===== src/rtl/vec_mem_seq_unit.sv =====
// rtl/vec_mem_seq_unit.sv - vector load/store sequencer to a word-wide RAM
// Serialises a LANES-word vector into strided single-word accesses and gathers loads back.
module vec_mem_seq_unit #(
    parameter int LANES  = 2,
    parameter int WORD_W = 32,
    parameter int ADDR_W = 32,
    parameter int RD_LAT = 1
) (
    input  logic                      clk,
    input  logic                      reset,
    input  logic                      start,
    input  logic                      wr_en,
    input  logic [ADDR_W-1:0]         base_addr,
    input  logic [ADDR_W-1:0]         stride,
    input  logic [LANES*WORD_W-1:0]   vec_data_in,
    input  logic [WORD_W-1:0]         mem_rdata,
    output logic [ADDR_W-1:0]         mem_addr,
    output logic [WORD_W-1:0]         mem_wdata,
    output logic                      mem_en,
    output logic                      mem_we,
    output logic [LANES*WORD_W-1:0]   vec_data_out,
    output logic                      busy,
    output logic                      done
);

    localparam int CW = $clog2(LANES + 1);
    localparam logic [CW-1:0] LAST = CW'(LANES - 1);

    typedef enum logic [1:0] {S_IDLE, S_ISSUE, S_DRAIN, S_DONE} state_t;

    state_t                    state_q, state_d;
    logic [CW-1:0]             lane_q, lane_d, lane_nxt;
    logic [ADDR_W-1:0]         addr_q, addr_d;
    logic [ADDR_W-1:0]         stride_q, stride_d;
    logic                      we_q, we_d;
    logic                      en_q, en_d;
    logic [WORD_W-1:0]         wdata_q, wdata_d;
    logic [LANES*WORD_W-1:0]   vec_q, vec_d;
    logic [LANES*WORD_W-1:0]   vout_q, vout_d;

    // Read tag pipeline: entry RD_LAT-1 names the lane whose data is on mem_rdata now.
    logic [RD_LAT-1:0]         pv_q;
    logic [CW-1:0]             pl_q [RD_LAT];
    logic                      cap_v;
    logic [CW-1:0]             cap_lane;

    assign cap_v    = pv_q[RD_LAT-1];
    assign cap_lane = pl_q[RD_LAT-1];
    assign lane_nxt = lane_q + CW'(1);

    always_comb begin
        state_d  = state_q;
        lane_d   = lane_q;
        addr_d   = addr_q;
        stride_d = stride_q;
        we_d     = we_q;
        en_d     = en_q;
        wdata_d  = wdata_q;
        vec_d    = vec_q;
        vout_d   = vout_q;
        if (cap_v) begin
            vout_d[int'(cap_lane)*WORD_W +: WORD_W] = mem_rdata;
        end
        case (state_q)
            S_IDLE: begin
                if (start) begin
                    state_d  = S_ISSUE;
                    lane_d   = '0;
                    addr_d   = base_addr;
                    stride_d = stride;
                    we_d     = wr_en;
                    vec_d    = vec_data_in;
                    en_d     = 1'b1;
                    if (wr_en) begin
                        wdata_d = vec_data_in[WORD_W-1:0];
                    end
                end
            end
            S_ISSUE: begin
                if (lane_q == LAST) begin
                    en_d    = 1'b0;
                    state_d = we_q ? S_DONE : S_DRAIN;
                end else begin
                    lane_d = lane_nxt;
                    addr_d = addr_q + stride_q;
                    if (we_q) begin
                        wdata_d = vec_q[int'(lane_nxt)*WORD_W +: WORD_W];
                    end
                end
            end
            S_DRAIN: begin
                if (cap_v && cap_lane == LAST) begin
                    state_d = S_DONE;
                end
            end
            S_DONE: begin
                state_d = S_IDLE;
            end
            default: begin
                state_d = S_IDLE;
            end
        endcase
    end

    always_ff @(posedge clk or negedge reset) begin
        if (!reset) begin
            state_q  <= S_IDLE;
            lane_q   <= '0;
            addr_q   <= '0;
            stride_q <= '0;
            we_q     <= 1'b0;
            en_q     <= 1'b0;
            wdata_q  <= '0;
            vec_q    <= '0;
            vout_q   <= '0;
        end else begin
            state_q  <= state_d;
            lane_q   <= lane_d;
            addr_q   <= addr_d;
            stride_q <= stride_d;
            we_q     <= we_d;
            en_q     <= en_d;
            wdata_q  <= wdata_d;
            vec_q    <= vec_d;
            vout_q   <= vout_d;
        end
    end

    always_ff @(posedge clk or negedge reset) begin
        if (!reset) begin
            pv_q <= '0;
            for (int k = 0; k < RD_LAT; k++) begin
                pl_q[k] <= '0;
            end
        end else begin
            pv_q[0] <= en_q & ~we_q;
            pl_q[0] <= lane_q;
            for (int k = 1; k < RD_LAT; k++) begin
                pv_q[k] <= pv_q[k-1];
                pl_q[k] <= pl_q[k-1];
            end
        end
    end

    assign mem_addr     = addr_q;
    assign mem_wdata    = wdata_q;
    assign mem_en       = en_q;
    assign mem_we       = en_q & we_q;
    assign vec_data_out = vout_q;
    assign busy         = (state_q != S_IDLE);
    assign done         = (state_q == S_DONE);

endmodule


===== config.mk =====
export PLATFORM = sky130hd
export DESIGN_NAME = vec_mem_seq_unit
export DESIGN_NICKNAME = d
export VERILOG_FILES = /design/src/rtl/vec_mem_seq_unit.sv
export SDC_FILE = /design/constraint.sdc
export NUM_CORES = 1
export LEC_CHECK = 0
export ABC_AREA = 1
export CAP_MARGIN = 20
export CORE_ASPECT_RATIO = 0.7
export CORE_MARGIN = 1.5
export CORE_UTILIZATION = 30
export DETAILED_ROUTE_END_ITERATION = 7
export PLACE_DENSITY = 0.61
export SYNTH_ARGS = -nofsm -noshare
export SYNTH_HDL_FRONTEND = slang
export SYNTH_SLANG_ARGS = --single-unit

===== constraint.sdc =====
create_clock -name clk -period 2.5 [get_ports clk]
set_clock_uncertainty 0.2 [all_clocks]
set_input_delay 0.25 -clock clk [delete_from_list [all_inputs] [get_ports clk]]
set_output_delay 0.25 -clock clk [all_outputs]
set_load 0.1 [all_outputs]

### Word-level counts from Yosys, hierarchy flattened

Cells that the tools add are included.

| storage, ports and cells | value |
|---|---|
| latch bits | 0 |
| bits of input ports | 164 |
| word-level logic and storage cells | 60 |
| bits in read-only memories | 0 |
| output and inout bits | 132 |
| bits in writable memories | 0 |
| memories kept | 0 |
| register bits after elaboration | 233 |

| operators by class | value |
|---|---|
| divide/modulo/power cells | 0 |
| mux-type cells | 20 |
| add/sub/neg operators | 3 |
| magnitude comparators | 0 |
| equal/unequal tests | 11 |
| $mul | 0 |
| reductions and logical operators | 9 |
| bitwise logic cells | 3 |
| shift operators | 3 |

Operator list:

| cell | count |
|---|---|
| $mux 32 | 6 |
| $pmux 32 s2 | 2 |
| $bwmux 64 | 1 |
| $shift 32x33->64 const A | 1 |
| $shiftx 32x33->64 | 1 |
| $shiftx 64x8->32 | 1 |
| $neg 7->33 | 1 |
| $add 32x32->32 | 1 |
| $ne 2x2->1 const B | 6 |
| $mux 2 | 5 |
| $reduce_and 3->1 | 3 |
| $pmux 2 s4 | 1 |
| $eq 2x1->1 const B | 3 |
| $reduce_and 5->1 | 1 |
| $eq 2x2->1 const B | 2 |
| $pmux 2 s2 | 1 |
| $reduce_bool 2->1 | 2 |
| $mux 1 | 3 |
| $add 2x1->2 const B | 1 |
| $and 1x1->1 | 2 |
| $logic_not 2->1 | 1 |
| $pmux 1 s2 | 1 |
| $reduce_and 2->1 | 1 |
| $logic_and 1x1->1 | 1 |
| $not 1->1 | 1 |

### Depth between registers and ports, before layout

| depth | value |
|---|---|
| word-level depth | 5 |
| gate-level depth with buffers | 13 |
| gate-level depth less buffers | 13 |

### Worst setup path after synthesis

No wires, ideal clock.

| path | value |
|---|---|
| path kind | flip-flop to flip-flop |
| from | register addr_q[0] (netlist: mem_addr[0]) |
| to | register addr_q[20] (netlist: mem_addr[20]) |
| slack | -146 ps |
| stages on the path, launching flop included | 13 |
| arrival | 2,326 ps |
| cells stage by stage | dfrtp_1 > ha_1 > fa_1 > nand3_1 > nand3_1 > nand3_1 > nand3_1 > nand3_1 > nand2_1 > nand2_1 > nand3_1 > nand2_1 > nand2_1 |

| between the ends | value |
|---|---|
| longest elaborated chain between the ends | 3 |

Ends and longest elaborated chain:

| item | line | RTL |
|---|---|---|
| start, declared | 33 | `logic [ADDR_W-1:0] addr_q, addr_d;` |
| start signal, assigned | 119 | `addr_q <= addr_d;` |
| $add 32x32->32 | 85 | `addr_d = addr_q + stride_q;` |
| $mux 32 | 80 | `if (lane_q == LAST) begin` |
| $pmux 32 s2 | 64 | `case (state_q)` |

No other way between the ends. The select of a mux whose other input is x is not followed.
A chain may end at the register's enable or synchronous reset.

### Worst setup path after layout

| path | value |
|---|---|
| from | register addr_q[21] (netlist: mem_addr[21]) |
| to | register addr_q[30] (netlist: mem_addr[30]) |

Same word-level chain as after synthesis.

==> impl.org <==
** Final layout
- The post-route netlist has 17.6% of its cells at a drive strength greater than 1.
- In the layout the commonest cells are sky130_fd_sc_hd__nand2_1, sky130_fd_sc_hd__dfrtp_1, sky130_fd_sc_hd__nor2_1, sky130_fd_sc_hd__inv_1, sky130_fd_sc_hd__clkdlybuf4s50_1.
- Most frequent standard cell in the layout excluding fill and tap cells :: sky130_fd_sc_hd__nand2_1
- Final core occ :: 41.5%
- Layout area overhead :: 36.5%
- Layout Nets :: 1940

** Synthesis
- By area, the combinational part of the netlist is dominated by simple AND/OR/NAND/NOR gates.
- Summing every instance area after synthesis gives 12000 um^2.
- Fraction of the mapped netlist area in adder cells :: 4.32%
- Portion of the post-synthesis area used by sequential elements :: 48.4%
- During synthesis, Yosys emitted a total of 0 warnings.
- Post-synthesis average cell area :: 8.35 um^2
- Simple logic cell fraction of the synthesized area :: 20.6%
- Share of synthesized registers carrying an async set or reset :: 100%
- The biggest area contributor in the post-synthesis netlist is sky130_fd_sc_hd__dfrtp_1.
- Summed over its instances, the top area cell type makes up 48.4% of the synthesized netlist area.
- Multiplexer fraction of the synthesized cell area :: 8.89%
- Summing the areas of all xor and xnor instances in the mapped netlist gives 1.09% of the synthesized area.
- Count of cell types in the netlist :: 30
- After synthesis, the cell types taking the most area are sky130_fd_sc_hd__dfrtp_1, sky130_fd_sc_hd__nand2_1, sky130_fd_sc_hd__mux2_2.
- Synthesized-area fraction occupied by ao, oa, aoi and oai cells :: 9.63%
- Synthesis produced 1442 cells.
- For this run, the leading register cell type out of synthesis is sky130_fd_sc_hd__dfrtp_1.
- Post-synth EDFFs :: 0
- Post-Synthesis Net Count :: 1647
- The synthesized design contains 233 register bits.

** Worst setup path
- Critical Path End Type :: flop
- Walking the worst path, the cells encountered are ha_1 -> nand2_1 -> inv_1 -> a21oi_1 -> nand2_1 -> a21oi_1 -> nand2_1 -> nand2_1 -> nand3_1 -> nand2_1 -> nand2_1.
- Slowest library cell on the worst path :: sky130_fd_sc_hd__dfrtp_1
- Critical Path Start Type :: flop
- The setup path with the least slack is of type flop to flop.
- At the worst endpoint, the arrival time is 2.57 ns.
- The largest single stage delay on the critical path is 0.43 ns.
- Dominant delay contributor by cell family on the critical path :: simple AND/OR/NAND/NOR gates
- STA puts the critical path data required time at 2.74 ns.
- The number of buffers and inverters on the critical path is 1.
- In this design, the critical path's most frequently occurring cell is sky130_fd_sc_hd__nand2_1.
- Of all nets on the critical path, the largest fanout is 5.

** Place
- At the end of routability-driven placement, the weighted congestion stood at 0.932.
- Buffers placed on the I/O ports in this run total 295.
- Worst setup timing slack at the placement stage :: 0.0677 ns
- The HPWL after detailed placement is 28100 um.

** Timing
- Final critical delay including setup and external delays :: 2.33 ns
- Dividing the final minimum period by the clock period gives 93.1%.
- Setup TNS :: 0 ns
- Pins Over Slew Limit :: 0
- The hold violation total from the final report was 0.
- Based on the critical path, the design can be clocked at up to 430 MHz.
- Final count of negative-setup-slack endpoints :: 0
- Setup repair after global routing left no endpoint under its margin.
- For the pin with the worst max-slew slack, the measured transition is 0.613 ns.
- Headroom to the max-slew limit came out at 59.1%.
- Final Worst Setup Slack :: 0.172 ns

** Global routing
- Via count of the first global-routing pass :: 10400
- Overflow left after global routing :: 0
- Overall global routing resource usage :: 18.2%
- Wire length of the first global-routing pass :: 59700 um
- Maximum number of pins on one net before global-route repair :: 100
- Initial antenna violation count :: 1

** Detailed routing
- Routed via count divided by cell count :: 4.68
- Detailed-route wire length per cell :: 17.0 um
- TritonRoute pass-1 iters :: 7
- The detailed router finished its first iteration with 798 violations.
- Aggregate routed wire length :: 38900 um
- The detail route stage leaves a number of antenna-violating nets equal to 0.
- For this run, design rule violations remaining after detail routing come to 0.
- The routed layout has 10700 vias.

** Clock network
- Clock-pin slew was measured on the worst setup and hold paths at 0.07 ns.
- TritonCTS clock tree :: built
- Total number of clock tree sinks :: 233
- Library cell used as clock root buffer :: sky130_fd_sc_hd__clkbuf_16
- Inserted Clock Buffers :: 26
- CTS built an H-tree with a depth of 1.
- Buffer levels on the longest clock path :: 3
- Clock latency on the worst-skew pair, taken at its later pin, is 0.55 ns.

** Min path
- Worst min-delay path class :: input pin to asynchronous set/reset pin

** Status
- The flow ran to the end, and the final reports show no timing, DRC or antenna violations.

** Floorplan
- Area of the placeable core :: 39600 um^2
- During I/O placement, the number of pins put on the boundary was 296.
- The floorplan has 61 rows.
- From left edge to right edge, the die measures 242 um.
- The floorplan step defined a die boundary enclosing 41400 um^2.
- For this configuration, the core starts out at a cell density of 30.4%.
- Measured along the y axis, the die boundary spans 171 um.

** Job
- Max Cap Violations :: 0
## cells in the mapped netlist, drive strengths merged (9+ instances only)
master	instances
a21oi	47
a31oi	31
buf	9
clkbuf	48
dfrtp	233
ha	40
inv	166
mux2	95
nand2	390
nand3	51
nor2	185
o21ai	80
o31ai	29
xor2	11
## registers in the layout (all words and copies together), names as in the netlist
| register | count |
|---|---|
| vec_data_out | 64 |
| vec_q | 64 |
| mem_addr | 32 |
| mem_wdata | 32 |
| stride_q | 32 |
| cap_lane | 2 |
| lane_q | 2 |
| state_q | 2 |
| cap_v | 1 |
| mem_en | 1 |
| we_q | 1 |
## worst register-to-register path, stage by stage, from the launching register on
cell,delay [ns]
sky130_fd_sc_hd__dfrtp_1,0.43
sky130_fd_sc_hd__ha_1,0.41
sky130_fd_sc_hd__nand2_1,0.15
sky130_fd_sc_hd__inv_1,0.06
sky130_fd_sc_hd__a21oi_1,0.14
sky130_fd_sc_hd__nand2_1,0.12
sky130_fd_sc_hd__a21oi_1,0.35
sky130_fd_sc_hd__nand2_1,0.10
sky130_fd_sc_hd__nand2_1,0.07
sky130_fd_sc_hd__nand3_1,0.06
sky130_fd_sc_hd__nand2_1,0.08
sky130_fd_sc_hd__nand2_1,0.04
## metal layers
metal  share of wire (%)  wire length [um]  GRT usage, %  up-vias
met5                   0                 0             0        -
met4                 2.2               865          4.35        0
met3                 6.8              2640          4.14       43
met2                  43             16700          27.5      324
met1                  48             18600          26.4     5111
li1                    -                 -             -     5226
## cell type report
class | instances | area (um^2)
clock inverter | 12 | 253
antenna | 1 | 2.50
clock buffer | 32 | 693
inverter | 166 | 623
sequential | 233 | 5830
tap | 535 | 669
multi-input combinational | 986 | 5400
timing repair buffer | 322 | 2950
fill | 3957 | 23200
## metrics by stage
| stage | hold slack (ns) | instances | area, um^2 |
|---|---|---|---|
| 4_1_cts | 0.0476 | 2284 | 16400 |
| 6_report | 0.0531 | 2287 | 16400 |
| 3_3_place_gp | 0.0388 | 2239 | 15400 |
| 2_1_floorplan | -0.246 | 1442 | 12000 |
| 3_5_place_dp | 0.0431 | 2239 | 15400 |
| 5_1_grt | 0.0892 | 2287 | 16400 |
## worst paths after layout
kind	depth (start not counted)	slack (ns)	end	from
max	11	0.17	mem_addr[30]	mem_addr[21]
min reg2reg	0	0.27	cap_lane[1]	lane_q[1]
min in group clk	3	0.09	vec_data_out[62]	mem_rdata[30]
min	2	0.05	vec_data_out[56]	reset
max in group asynchronous	3	1.32	mem_wdata[30]	reset
max reg2reg	11	0.17	mem_addr[30]	mem_addr[21]
## cells by family after synthesis
| kind of cell | Yosys count |
|---|---|
| flops | 233 |
| simple gates | 636 |
| fa+ha+maj | 41 |
| mux | 95 |
| compound gates | 199 |
| buf+inv | 223 |
| xor+xnor | 15 |
## repair_timing
| action | in CTS | in global routing |
|---|---|---|
| setup buffers | 0 | 1 |
| hold endpoints to repair | 233 | 0 |
| hold buffers | 1 | 0 |
| endpoints found under the setup margin | 0 | 41 |
| resized for setup | 0 | 10 |
Power is left out: the tool's default activity adds up to more than one toggle a clock period on the data nets, which glitch-free logic cannot reach.
